--- src/rtl/counter_ctrl.sv ---
// counter_ctrl: up/down counter stepped by a prescaled tick (RUN) or a button
// (PAUSE), with debounced button controls, wrap/saturate modes and status LEDs.
module counter_ctrl #(
   parameter int BITS      = 4,
   parameter int LOG2DELAY = 18,
   parameter int DEBOUNCE  = 65536,
   parameter int PRESET    = 2 ** (BITS - 1)
) (
   input  logic            clk,
   input  logic            rst,
   input  logic [1:0]      sw,
   input  logic [3:0]      btn,
   output logic [BITS-1:0] led,
   output logic            wrap,
   output logic            led4_r,
   output logic            led4_g,
   output logic            led4_b,
   output logic            led5_r,
   output logic            led5_g,
   output logic            led5_b
);

   localparam int                CNT_W      = $clog2(DEBOUNCE);
   localparam logic [CNT_W-1:0]  CNT_LAST   = CNT_W'(DEBOUNCE - 1);
   localparam logic [BITS-1:0]   VAL_MAX    = '1;
   localparam logic [BITS-1:0]   VAL_PRESET = BITS'(PRESET);

   typedef enum logic {RUN, PAUSE} state_t;

   logic [1:0]           sw_meta;
   logic [1:0]           sw_sync;
   logic [3:0]           btn_meta;
   logic [3:0]           btn_sync;
   logic [3:0]           press;
   logic [LOG2DELAY-1:0] presc;
   logic                 tick;
   state_t               state;
   state_t               state_nxt;
   logic [BITS-1:0]      value;
   logic [BITS-1:0]      value_nxt;
   logic                 wrap_nxt;
   logic                 step;
   logic                 dir_down;
   logic                 sat_mode;
   logic                 at_max;
   logic                 at_min;

   always_ff @(posedge clk or posedge rst) begin
      if (rst) begin
         sw_meta  <= '0;
         sw_sync  <= '0;
         btn_meta <= '0;
         btn_sync <= '0;
      end else begin
         // NOTE: non-blocking so the two stages form a real two-flop chain
         // rather than collapsing into a single register.
         sw_meta  <= sw;
         sw_sync  <= sw_meta;
         btn_meta <= btn;
         btn_sync <= btn_meta;
      end
   end

   // A level is accepted after DEBOUNCE consecutive differing samples; a
   // press pulse is emitted on the accepted rising edge only.
   for (genvar i = 0; i < 4; i++) begin : g_debounce
      logic [CNT_W-1:0] cnt;
      logic             level;
      logic             pulse;

      always_ff @(posedge clk or posedge rst) begin
         if (rst) begin
            cnt   <= '0;
            level <= 1'b0;
            pulse <= 1'b0;
         end else begin
            pulse <= 1'b0;
            if (btn_sync[i] == level) begin
               cnt <= '0;
            end else if (cnt == CNT_LAST) begin
               cnt   <= '0;
               level <= btn_sync[i];
               pulse <= btn_sync[i];
            end else begin
               cnt <= cnt + CNT_W'(1);
            end
         end
      end

      assign press[i] = pulse;
   end

   always_ff @(posedge clk or posedge rst) begin
      if (rst) presc <= '0;
      else     presc <= presc + LOG2DELAY'(1);
   end

   assign tick = &presc;

   always_ff @(posedge clk or posedge rst) begin
      if (rst) state <= RUN;
      else     state <= state_nxt;
   end

   always_comb begin
      // NOTE: defaults first so every path assigns and no latch is inferred.
      state_nxt = state;
      if (press[0]) state_nxt = (state == RUN) ? PAUSE : RUN;
   end

   assign dir_down = sw_sync[0];
   assign sat_mode = sw_sync[1];
   assign at_max   = (value == VAL_MAX);
   assign at_min   = (value == '0);
   assign step     = (state == RUN) ? tick : press[2];

   // Priority: clear > load > step.
   always_comb begin
      value_nxt = value;
      wrap_nxt  = 1'b0;
      if (press[1]) begin
         value_nxt = '0;
      end else if (press[3]) begin
         value_nxt = VAL_PRESET;
      end else if (step) begin
         if (!dir_down) begin
            if (!at_max) begin
               value_nxt = value + BITS'(1);
            end else if (!sat_mode) begin
               value_nxt = '0;
               wrap_nxt  = 1'b1;
            end
         end else begin
            if (!at_min) begin
               value_nxt = value - BITS'(1);
            end else if (!sat_mode) begin
               value_nxt = VAL_MAX;
               wrap_nxt  = 1'b1;
            end
         end
      end
   end

   always_ff @(posedge clk or posedge rst) begin
      if (rst) begin
         value <= '0;
         wrap  <= 1'b0;
      end else begin
         value <= value_nxt;
         wrap  <= wrap_nxt;
      end
   end

   assign led    = value;
   assign led4_r = (state == PAUSE);
   assign led4_g = (state == RUN);
   assign led4_b = sat_mode && (dir_down ? at_min : at_max);
   assign led5_g = !dir_down;
   assign led5_r = dir_down;
   assign led5_b = sat_mode;

endmodule

--- config.mk ---
export PLATFORM = sky130hd
export DESIGN_NAME = counter_ctrl
export DESIGN_NICKNAME = d
export VERILOG_FILES = /design/src/rtl/counter_ctrl.sv
export SDC_FILE = /design/constraint.sdc
export NUM_CORES = 1
export LEC_CHECK = 0
export BUFFER_PORTS_ARGS = -buffer_cell sky130_fd_sc_hd__buf_2
export CAP_MARGIN = 40
export CELL_PAD_IN_SITES_DETAIL_PLACEMENT = 1
export CELL_PAD_IN_SITES_GLOBAL_PLACEMENT = 1
export CORE_ASPECT_RATIO = 1.1
export CORE_MARGIN = 4
export CORE_UTILIZATION = 49
export DETAILED_ROUTE_END_ITERATION = 6
export MAX_ROUTING_LAYER = met4
export PLACE_DENSITY_LB_ADDON = 0.1
export SLEW_MARGIN = 20
export SYNTH_ARGS = -nofsm -noshare
export SYNTH_HDL_FRONTEND = slang
export SYNTH_SLANG_ARGS = --single-unit
--- constraint.sdc ---
create_clock -name clk -period 4.39 [get_ports clk]
set_input_delay 0.878 -clock clk [delete_from_list [all_inputs] [get_ports clk]]
set_output_delay 0.878 -clock clk [all_outputs]
set_load 0.02 [all_outputs]
=== Word-level counts from Yosys, hierarchy flattened ===
Index checks and enable logic that the tools add are counted.

* Add/sub/neg operators: 7
* Eq/ne operators: 11
* Multiplexer cells: 34
* Bitwise operators: 5
* Reduce and logical (&&, ||, !) cells: 10

{| class="wikitable"
|+ Operators by type and width
! kind !! count
|-
| $mux 16 || 8
|-
| $add 16x1->16 const B || 4
|-
| $eq 16x16->1 const B || 4
|-
| $mux 4 || 8
|-
| $add 18x1->18 const B || 1
|-
| $mux 1 || 18
|-
| $reduce_and 18->1 || 1
|-
| $ne 5x3->1 const B || 2
|-
| $reduce_and 2->1 || 4
|-
| $not 1->1 || 5
|-
| $add 4x1->4 const B || 1
|-
| $eq 1x1->1 || 4
|-
| $eq 4x4->1 const B || 1
|-
| $logic_not 4->1 || 1
|-
| $sub 4x1->4 const B || 1
|-
| $reduce_and 3->1 || 1
|-
| $reduce_bool 3->1 || 1
|-
| $logic_and 1x1->1 || 1
|-
| $logic_not 1->1 || 1
|}

* Register bits: 108
* Output and inout bits: 11
* Logic and storage cells: 87

=== Depth between registers and ports, before layout ===
Gate-level depths: netlist (run 1).

* Depth in word-level cells: 6
* Gate-level depth with buffers: 7
* Gate-level depth less buffers: 7

=== Worst setup path after synthesis (run 1) ===
OpenSTA, ideal clock, no wires.

* Path type: reg-to-output
* Start point: reg value[0], in the netlist led[0]
* End point: out led4_b
* Arrival: 1.334 ns
* Slack: 2.178 ns
* Stages on the path, launching flop included: 6
* Buffers on the path: 0
* Cell sequence: dfrtp_1 > inv_1 > ha_1 > and4bb_2 > o21ai_1 > inv_1

* Longest elaborated chain between the ends: 3
* Elaborated cells between the ends (all ways): 4
* Classes of those cells: eq/ne (1); mux (1); reduce/logical (2)

{| class="wikitable"
|+ Ends and longest elaborated chain
! element !! RTL line !! RTL
|-
| start, declared || 39 || <nowiki>logic [BITS-1:0] value;</nowiki>
|-
| start signal, assigned || 149 || <nowiki>value <= value_nxt;</nowiki>
|-
| $eq 4x4->1 / $logic_not 4->1 (equally long branches) || 113, 114 ||
|-
| $mux 1 (*) || 157 || <nowiki>assign led4_b = sat_mode && (dir_down ? at_min : at_max);</nowiki>
|-
| $logic_and 1x1->1 (*) || 157 ||
|-
| end, declared || 17 || <nowiki>output logic led4_b,</nowiki>
|}

Every way passes the cells marked *; elsewhere a longest branch is shown, timed or not.

=== Final worst setup path (run 1) ===
* Start point: reg value[1], in the netlist led[1]
* End point: out led4_b

The elaborated chain is that of the path after synthesis.

==> impl_metrics.xml, run 1 <==
<?xml version="1.0" encoding="UTF-8"?>
<metrics>
  <group name="outcome">
    <metric name="outcome" unit="">finished clean</metric>
  </group>
  <group name="synth">
    <metric name="synthTopCellsByArea" unit="">sky130_fd_sc_hd__dfrtp_1 (56%), sky130_fd_sc_hd__xor2_1 (8.1%), sky130_fd_sc_hd__nor2_1 (6.6%), sky130_fd_sc_hd__xnor2_1 (6.4%), sky130_fd_sc_hd__nand3_1 (2.8%)</metric>
    <metric name="netlist.top_cell.by_area" unit="">sky130_fd_sc_hd__dfrtp_1</metric>
    <metric name="syn_area_per_cell" unit="um2">10.9</metric>
    <metric name="synth_simple_gate_area_share" unit="">0.215</metric>
    <metric name="synth-warning-count" unit="">0</metric>
    <metric name="ys_ff_latch" unit="">108</metric>
    <metric name="synth_xor_area_frac" unit="">0.145</metric>
    <metric name="area_share_of_the_largest_cell_type_after_synthesis" unit="">0.565</metric>
    <metric name="synthMuxAreaShare" unit="">0.0139</metric>
    <metric name="complex_gate_fraction_of_the_synthesized_area" unit="">0.0238</metric>
    <metric name="synth.yosys.seq_area_share" unit="">0.565</metric>
    <metric name="synthAdderAreaFrac" unit="">0.0183</metric>
    <metric name="mappedNetlistNets" unit="">454</metric>
    <metric name="post_synth_inst_count" unit="">439</metric>
    <metric name="yosysUniqueCellTypes" unit="">40</metric>
    <metric name="mappedNetlistArea" unit="um2">4780</metric>
    <metric name="combinational_family_with_the_most_area_after_synthesis" unit="">simple AND/OR/NAND/NOR gates</metric>
  </group>
  <group name="hold_path">
    <metric name="hold_path_class" unit="">reg -&gt; reg</metric>
    <metric name="min-delay-start" unit="">btn_meta[2]</metric>
  </group>
  <group name="clock_tree">
    <metric name="htree_num_levels" unit="">3</metric>
    <metric name="ctsRootBufferMaster" unit="">sky130_fd_sc_hd__clkbuf_8</metric>
    <metric name="post-cts-setup-buffer-count" unit="">0</metric>
    <metric name="cts_hold_buffers" unit="">0</metric>
    <metric name="cts_resized" unit="">0</metric>
    <metric name="cts_buffers" unit="">9</metric>
    <metric name="tritoncts_num_sinks" unit="">108</metric>
    <metric name="clock_tree_from_tritoncts" unit="">yes</metric>
    <metric name="clkSlewWorstSetupHoldPaths" unit="ns">0.10</metric>
    <metric name="clock_path_buffers" unit="">2</metric>
    <metric name="clock_latency" unit="ns">0.37</metric>
  </group>
  <group name="flow_run">
    <metric name="timing.max_cap.violations" unit="">0</metric>
  </group>
  <group name="sta">
    <metric name="timing_max_transition_violations_final" unit="">0</metric>
    <metric name="clock-skew-final" unit="ns">0.0114</metric>
    <metric name="finalCritPeriodShare" unit="">0.617</metric>
    <metric name="report.final.hold_viol_count" unit="">0</metric>
    <metric name="setup_viol" unit="">0</metric>
    <metric name="maxSlewHeadroom" unit="">0.630</metric>
    <metric name="setup_repair_after_global_routing_missed_its_margin" unit="">false</metric>
    <metric name="finalSetupTns" unit="ns">0</metric>
    <metric name="tightest_slew" unit="ns">0.555</metric>
    <metric name="period_needed" unit="ns">2.71</metric>
    <metric name="fmax" unit="GHz">0.369</metric>
  </group>
  <group name="place">
    <metric name="place.port_buffers" unit="">18</metric>
    <metric name="dp.cells" unit="">571</metric>
    <metric name="post_detailed_placement_half_perimeter_wirelength" unit="um">6210</metric>
    <metric name="gpl.final_weighted_congestion" unit="">0.733</metric>
  </group>
  <group name="routing">
    <metric name="final_antenna_net_count" unit="">0</metric>
    <metric name="route.detailed.drc" unit="">0</metric>
    <metric name="route.final.wire_length" unit="um">8780</metric>
    <metric name="firstDrtPassIters" unit="">4</metric>
    <metric name="post_drt_wl_per_cell" unit="um">15.0</metric>
    <metric name="drt-vias-per-instance" unit="">5.32</metric>
    <metric name="routed-via-count" unit="">3125</metric>
    <metric name="first_iter_violations" unit="">77</metric>
  </group>
  <group name="critical_path">
    <metric name="timing.critical_path.cells" unit="">inv_1 -&gt; ha_1 -&gt; and4bb_2 -&gt; o21ai_1 -&gt; inv_1 -&gt; buf_2</metric>
    <metric name="slowest_stage" unit="">sky130_fd_sc_hd__dfrtp_1</metric>
    <metric name="cp.arrival" unit="ns">1.83</metric>
    <metric name="critPathRequiredTime" unit="ns">3.51</metric>
    <metric name="timing_worst_setup_path_type" unit="">reg -&gt; out</metric>
    <metric name="timing.critical_path.from" unit="">led[1]</metric>
    <metric name="r2r_start" unit="">g_debounce[0].cnt[0]</metric>
    <metric name="cp_top_family" unit="">flip-flops</metric>
    <metric name="critPathMostFrequentCell" unit="">sky130_fd_sc_hd__inv_1</metric>
    <metric name="crit_fanout" unit="">6</metric>
    <metric name="crit_path_end_kind" unit="">primary output</metric>
    <metric name="maximum_cell_stage_delay_along_the_critical_path" unit="ns">0.46</metric>
    <metric name="crit_buf_inv" unit="">3</metric>
    <metric name="critical_path.startpoint_type" unit="">flip-flop</metric>
  </group>
  <group name="floorplan">
    <metric name="initial_core_util" unit="">0.507</metric>
    <metric name="fp.coreArea" unit="um2">9440</metric>
    <metric name="placement_rows" unit="">37</metric>
    <metric name="top_level_ports" unit="">19</metric>
    <metric name="die-height" unit="um">112</metric>
    <metric name="fp.dieArea" unit="um2">11400</metric>
    <metric name="die_x" unit="um">102</metric>
  </group>
  <group name="finish">
    <metric name="layout-drive-gt1-share" unit="">0.106</metric>
    <metric name="areaGrowthSynthToFinish" unit="%">9.41</metric>
    <metric name="final_net_count" unit="">480</metric>
    <metric name="antenna_cells" unit="">0</metric>
    <metric name="layout.cells.most_common" unit="">sky130_fd_sc_hd__dfrtp_1</metric>
    <metric name="filler_cell_count" unit="">1055</metric>
    <metric name="finalCoreUtilization" unit="">0.554</metric>
    <metric name="most-common-layout-cells" unit="">sky130_fd_sc_hd__dfrtp_1 (108), sky130_fd_sc_hd__nor2_1 (84), sky130_fd_sc_hd__xor2_1 (44), sky130_fd_sc_hd__xnor2_1 (35), sky130_fd_sc_hd__nand3_1 (27)</metric>
    <metric name="final_cells" unit="">587</metric>
  </group>
  <group name="pwr">
    <metric name="power.ir.vdd_worst" unit="uV">143</metric>
    <metric name="power_per_cell_area" unit="nW/um2">325</metric>
    <metric name="cellLeakagePower" unit="nW">2.42</metric>
  </group>
  <group name="global_routing">
    <metric name="grt_pass1_vias" unit="">3359</metric>
    <metric name="global_route.usage.total" unit="">0.178</metric>
    <metric name="grt_start_max_net_pins" unit="">57</metric>
    <metric name="grt_pass1_wl" unit="um">15900</metric>
    <metric name="grt_antenna_before_repair" unit="">0</metric>
    <metric name="gr-total-overflow" unit="">0</metric>
  </group>
</metrics>
per-layer routing:
layer	share of wire	global-route usage	up-vias
met1	0.48	0.235	1582
li1	-	-	1508
met3	0.024	0.0320	9
met4	0.013	0.0604	0
met5	0	-	-
met2	0.48	0.278	26
per-stage QoR:
step | setup WS, ns | hold WS, ns | power (W) | area, um2
floorplan | 0.666 | 0.331 | 0.00108 | 4780
global placement | 2.17 | 0.335 | 0.00110 | 5010
detailed placement | 2.09 | 0.336 | 0.00111 | 5030
CTS | 1.65 | 0.359 | 0.00173 | 5240
global route | 1.53 | 0.373 | 0.00179 | 5240
finish | 1.68 | 0.356 | 0.00170 | 5240
registers in the layout, summed over array words and instances (netlist names):
register          count
g_debounce.cnt       64
presc                18
btn_meta              4
btn_sync              4
g_debounce.level      4
g_debounce.pulse      4
led                   4
sw_meta               2
sw_sync               2
led4_r                1
wrap                  1
worst paths after layout:
check	endpoint	slack, ns	depth (start not counted)
setup / recovery	led4_b	1.68	6
hold / removal	btn_sync[2]	0.36	0
setup reg to reg	g_debounce[0].cnt[8]	2.33	6
hold reg to reg	btn_sync[2]	0.36	0
max in group asynchronous	g_debounce[2].cnt[14]	2.94	4
min in group asynchronous	sw_sync[0]	0.49	2
synthesized netlist by cell type (all sizes together):
master,count
a2111oi,1
a211oi,3
a21o,1
a21oi,3
a31o,1
a41oi,1
and2,4
and3,9
and4,10
and4b,1
and4bb,1
buf,4
clkbuf,1
dfrtp,108
ha,7
inv,19
mux2,5
mux2i,1
nand2,22
nand2b,4
nand3,28
nand4,16
nor2,84
nor3,6
nor3b,4
nor4,6
o211ai,1
o21a,1
o21ai,3
o21bai,1
or2,1
or2b,1
or3,2
xnor2,35
xor2,44
final cells by class:
| class | instances | area, um2 | area share |
|---|---|---|---|
| clock inverter | 6 | 62.6 | 0.0120 |
| tap | 117 | 146 | 0.0280 |
| sequential | 108 | 2700 | 0.516 |
| inverter | 19 | 73.8 | 0.0141 |
| multi-input combinational | 307 | 1990 | 0.380 |
| clock buffer | 10 | 138 | 0.0263 |
| timing repair buffer | 20 | 125 | 0.0239 |
cells by family after synthesis:
group	count (synthesis)
multiplexers	6
flip-flops	108
buffers and inverters	24
AND/OR/NAND/NOR	199
XOR/XNOR	79
AO/OA/AOI/OAI	16
adder cells (fa/ha/maj)	7
where the power goes:
group	internal, W	total [W]	switching [W]	leakage [nW]
sequential	0.00101	0.00102	0.0000130	1.46
combinational	0.0000205	0.0000644	0.0000439	0.860
clock	0.000280	0.000615	0.000335	0.106
No activity file was read; power rests on OpenSTA's default activity.
==> run 2: changes to the inputs <==
--- a/config.mk
+++ b/config.mk
@@ -5,13 +5,14 @@
 export SDC_FILE = /design/constraint.sdc
 export NUM_CORES = 1
 export LEC_CHECK = 0
+export ABC_AREA = 1
 export BUFFER_PORTS_ARGS = -buffer_cell sky130_fd_sc_hd__buf_2
 export CAP_MARGIN = 40
 export CELL_PAD_IN_SITES_DETAIL_PLACEMENT = 1
 export CELL_PAD_IN_SITES_GLOBAL_PLACEMENT = 1
 export CORE_ASPECT_RATIO = 1.1
 export CORE_MARGIN = 4
-export CORE_UTILIZATION = 49
+export CORE_UTILIZATION = 43
 export DETAILED_ROUTE_END_ITERATION = 6
 export MAX_ROUTING_LAYER = met4
 export PLACE_DENSITY_LB_ADDON = 0.1
==> constraint.sdc (replaced) <==
create_clock -name clk -period 2.39 [get_ports clk]
set_input_delay 0.478 -clock clk [delete_from_list [all_inputs] [get_ports clk]]
set_output_delay 0.478 -clock clk [all_outputs]
set_load 0.02 [all_outputs]
==> run 2 against run 1 <==
Non-clock buffer count unchanged; design area up 11%; first-iteration DRC count up 100%; die area up 22%; sequential power up 83%; global-route usage about the same; flip-flop and latch count unchanged; power up 110%; register-to-register slack worse by 1.6 ns; final cell count up 33%; worst hold slack worse by 0.19 ns; critical endpoint unchanged; largest power group unchanged.
==> impl_metrics.xml, run 2 <==
<?xml version="1.0" encoding="UTF-8"?>
<metrics>
  <group name="outcome">
    <metric name="outcome" unit="">finished clean</metric>
  </group>
  <group name="synth">
    <metric name="synth_async_reset_ratio" unit="">1.00</metric>
    <metric name="mappedNetlistArea" unit="um2">5180</metric>
    <metric name="synthTopCellsByArea" unit="">sky130_fd_sc_hd__dfrtp_1 (52%), sky130_fd_sc_hd__nand2_1 (8.9%), sky130_fd_sc_hd__nor2_1 (7.5%), sky130_fd_sc_hd__xor2_1 (6.6%), sky130_fd_sc_hd__inv_1 (5.1%)</metric>
    <metric name="post_synth_inst_count" unit="">596</metric>
    <metric name="synth_edf_count" unit="">0</metric>
    <metric name="netlist.top_cell.by_area" unit="">sky130_fd_sc_hd__dfrtp_1</metric>
    <metric name="synth.cells.most_frequent" unit="">sky130_fd_sc_hd__nand2_1 (123), sky130_fd_sc_hd__dfrtp_1 (108), sky130_fd_sc_hd__nor2_1 (104)</metric>
    <metric name="ys_ff_latch" unit="">108</metric>
    <metric name="syn_area_per_cell" unit="um2">8.70</metric>
    <metric name="synth.yosys.seq_area_share" unit="">0.521</metric>
    <metric name="yosysUniqueCellTypes" unit="">37</metric>
    <metric name="synth-warning-count" unit="">0</metric>
    <metric name="post-synth-top-count-cell" unit="">sky130_fd_sc_hd__nand2_1</metric>
    <metric name="synth-main-ff-cell" unit="">sky130_fd_sc_hd__dfrtp_1</metric>
    <metric name="mappedNetlistNets" unit="">611</metric>
    <metric name="area_share_of_the_largest_cell_type_after_synthesis" unit="">0.521</metric>
  </group>
  <group name="floorplan">
    <metric name="fp.coreArea" unit="um2">11600</metric>
    <metric name="top_level_ports" unit="">19</metric>
    <metric name="initial_core_util" unit="">0.445</metric>
    <metric name="fp.dieArea" unit="um2">13900</metric>
    <metric name="die-height" unit="um">123</metric>
    <metric name="die_x" unit="um">113</metric>
    <metric name="placement_rows" unit="">41</metric>
  </group>
  <group name="pwr">
    <metric name="internal_power" unit="W">0.00290</metric>
    <metric name="cellLeakagePower" unit="nW">2.79</metric>
    <metric name="finalPower" unit="W">0.00365</metric>
    <metric name="power.combinational.fraction" unit="">0.033</metric>
    <metric name="netSwitchingPower" unit="W">0.000750</metric>
    <metric name="power_per_cell_area" unit="nW/um2">626</metric>
    <metric name="sequentialPowerShare" unit="">0.513</metric>
    <metric name="fraction_of_power_consumed_by_the_clock_network" unit="">0.454</metric>
    <metric name="switching_share" unit="">0.205</metric>
    <metric name="power.ir.vdd_worst" unit="uV">322</metric>
  </group>
  <group name="clock_tree">
    <metric name="clock_latency" unit="ns">0.35</metric>
    <metric name="clock_tree_from_tritoncts" unit="">yes</metric>
    <metric name="htree_num_levels" unit="">3</metric>
    <metric name="ctsRootBufferMaster" unit="">sky130_fd_sc_hd__clkbuf_16</metric>
    <metric name="clkSlewWorstSetupHoldPaths" unit="ns">0.07</metric>
    <metric name="cts_buffers" unit="">9</metric>
    <metric name="cts_hold_buffers" unit="">0</metric>
    <metric name="clock_path_buffers" unit="">2</metric>
    <metric name="tritoncts_num_sinks" unit="">108</metric>
  </group>
  <group name="critical_path">
    <metric name="timing_worst_setup_path_type" unit="">reg -&gt; out</metric>
    <metric name="slowest_stage" unit="">sky130_fd_sc_hd__dfrtp_1</metric>
    <metric name="critPathMostFrequentCell" unit="">sky130_fd_sc_hd__nand2_1</metric>
    <metric name="crit_path_end_kind" unit="">primary output</metric>
    <metric name="crit_fanout" unit="">6</metric>
    <metric name="maximum_cell_stage_delay_along_the_critical_path" unit="ns">0.45</metric>
    <metric name="reg_to_reg_slack_setup" unit="ns">0.70</metric>
    <metric name="cp.arrival" unit="ns">1.72</metric>
    <metric name="critical_path.startpoint_type" unit="">flip-flop</metric>
    <metric name="critPathRequiredTime" unit="ns">1.91</metric>
    <metric name="timing.critical_path.cells" unit="">inv_2 -&gt; ha_1 -&gt; nand3_1 -&gt; nand2_1 -&gt; nand2_1 -&gt; inv_1 -&gt; nand2_1 -&gt; inv_1 -&gt; buf_2</metric>
    <metric name="crit_buf_inv" unit="">4</metric>
    <metric name="cp_top_family" unit="">flip-flops</metric>
  </group>
  <group name="finish">
    <metric name="top_register" unit="">g_debounce.cnt</metric>
    <metric name="areaGrowthSynthToFinish" unit="%">12.4</metric>
    <metric name="most-common-layout-cells" unit="">sky130_fd_sc_hd__nand2_1 (123), sky130_fd_sc_hd__dfrtp_1 (108), sky130_fd_sc_hd__nor2_1 (104), sky130_fd_sc_hd__inv_1 (69)</metric>
    <metric name="layout-drive-gt1-share" unit="">0.0922</metric>
    <metric name="layout.cells.most_common" unit="">sky130_fd_sc_hd__nand2_1</metric>
    <metric name="largest_register_ffs" unit="">64</metric>
    <metric name="fin_area" unit="um2">5830</metric>
    <metric name="antenna_cells" unit="">0</metric>
    <metric name="final_net_count" unit="">641</metric>
    <metric name="largestRegisters" unit="">g_debounce.cnt (64), presc (18)</metric>
  </group>
  <group name="global_routing">
    <metric name="grt_pass1_vias" unit="">4341</metric>
    <metric name="grtUsageMet3" unit="">0.0401</metric>
    <metric name="groute.layer.met1.usage" unit="">0.206</metric>
    <metric name="globalRoute.busiestLayer" unit="">met2</metric>
    <metric name="global_route.usage.total" unit="">0.179</metric>
    <metric name="gr-usage-met2" unit="">0.313</metric>
    <metric name="grt_antenna_before_repair" unit="">0</metric>
    <metric name="gr-total-overflow" unit="">0</metric>
    <metric name="grt_pass1_wl" unit="um">19600</metric>
    <metric name="grt_start_max_net_pins" unit="">52</metric>
  </group>
  <group name="place">
    <metric name="place.port_buffers" unit="">18</metric>
    <metric name="post_detailed_placement_half_perimeter_wirelength" unit="um">8060</metric>
    <metric name="placedInstanceArea" unit="um2">5500</metric>
    <metric name="gpl.final_weighted_congestion" unit="">0.802</metric>
  </group>
  <group name="sta">
    <metric name="setup_viol" unit="">0</metric>
    <metric name="maxSlewHeadroom" unit="">0.642</metric>
    <metric name="setup_repair_after_global_routing_missed_its_margin" unit="">false</metric>
    <metric name="finalCritPeriodShare" unit="">0.922</metric>
    <metric name="period_needed" unit="ns">2.20</metric>
    <metric name="clock-skew-final" unit="ns">0.00603</metric>
    <metric name="finalSetupTns" unit="ns">0</metric>
    <metric name="fmax" unit="GHz">0.454</metric>
    <metric name="timing_max_transition_violations_final" unit="">0</metric>
    <metric name="tightest_slew" unit="ns">0.536</metric>
    <metric name="report.final.hold_viol_count" unit="">0</metric>
  </group>
  <group name="routing">
    <metric name="final_antenna_net_count" unit="">0</metric>
    <metric name="route.final.wire_length" unit="um">10900</metric>
    <metric name="route.detailed.drc" unit="">0</metric>
    <metric name="routed-via-count" unit="">3954</metric>
    <metric name="drt-vias-per-instance" unit="">5.08</metric>
    <metric name="post_drt_wl_per_cell" unit="um">14.0</metric>
    <metric name="firstDrtPassIters" unit="">4</metric>
    <metric name="first_iter_violations" unit="">157</metric>
  </group>
  <group name="flow_run">
    <metric name="timing.max_cap.violations" unit="">0</metric>
  </group>
  <group name="hold_path">
    <metric name="hold_path_class" unit="">in -&gt; async</metric>
  </group>
</metrics>
run 2: worst paths after layout:
| path | cells past startpoint | to | startpoint |
|---|---|---|---|
| hold reg to reg | 0 | btn_sync[3] | btn_meta[3] |
| max in group asynchronous | 3 | g_debounce[1].pulse | rst |
| setup reg to reg | 10 | g_debounce[2].cnt[3] | g_debounce[2].cnt[0] |
| hold / removal | 2 | g_debounce[2].cnt[11] | rst |
| min in group clk | 1 | sw_meta[0] | sw[0] |
| setup / recovery | 9 | led4_b | led[0] |
run 2: cell type report:
cell class / instances / area (um2)
clock buffer: 9 / 225
clock inverter: 5 / 103
fill: 1392 / 5820
inverter: 73 / 278
multi-input combinational: 414 / 2200
sequential: 108 / 2700
tap: 150 / 188
timing repair buffer: 20 / 130
run 2: timing repair:
| action | CTS | global route |
|---|---|---|
| setup buffers | 0 | 0 |
| endpoints found under the setup margin | 0 | 1 |
| resized for setup | 0 | 1 |
| hold endpoints to repair | 0 | 0 |
run 2: cells by family after synthesis:
kind of cell	share of synthesized area
xor+xnor	0.0878
flops	0.521
buf+inv	0.0538
simple gates	0.293
compound gates	0.0270
fa+ha+maj	0.0169
run 2: power by group through the flow:
stage / Clock [W] / Sequential [W] / Combinational [W]
after floorplan: 0 / 0.00190 / 0.0000802
after global placement: 0 / 0.00190 / 0.000124
after detailed placement: 0 / 0.00191 / 0.000128
after CTS: 0.00170 / 0.00187 / 0.000128
after global routing: 0.00178 / 0.00187 / 0.000144
final: 0.00166 / 0.00187 / 0.000122
run 2: per-stage QoR:
stage	setup slack (ns)	std cells	utilization	hold WS, ns
after CTS	0.123	779	0.501	0.178
final	0.187	779	0.501	0.169
after global placement	0.604	765	0.472	0.332
after floorplan	0.610	596	-	0.331
after global routing	0.0252	779	0.501	0.196
after detailed placement	0.509	765	0.472	0.336
run 2: layer usage:
metal | up-vias | share of wire
met3 | 10 | 0.025
li1 | 1942 | -
met5 | - | 0
met4 | 0 | 0.015
met1 | 1974 | 0.43
met2 | 28 | 0.53
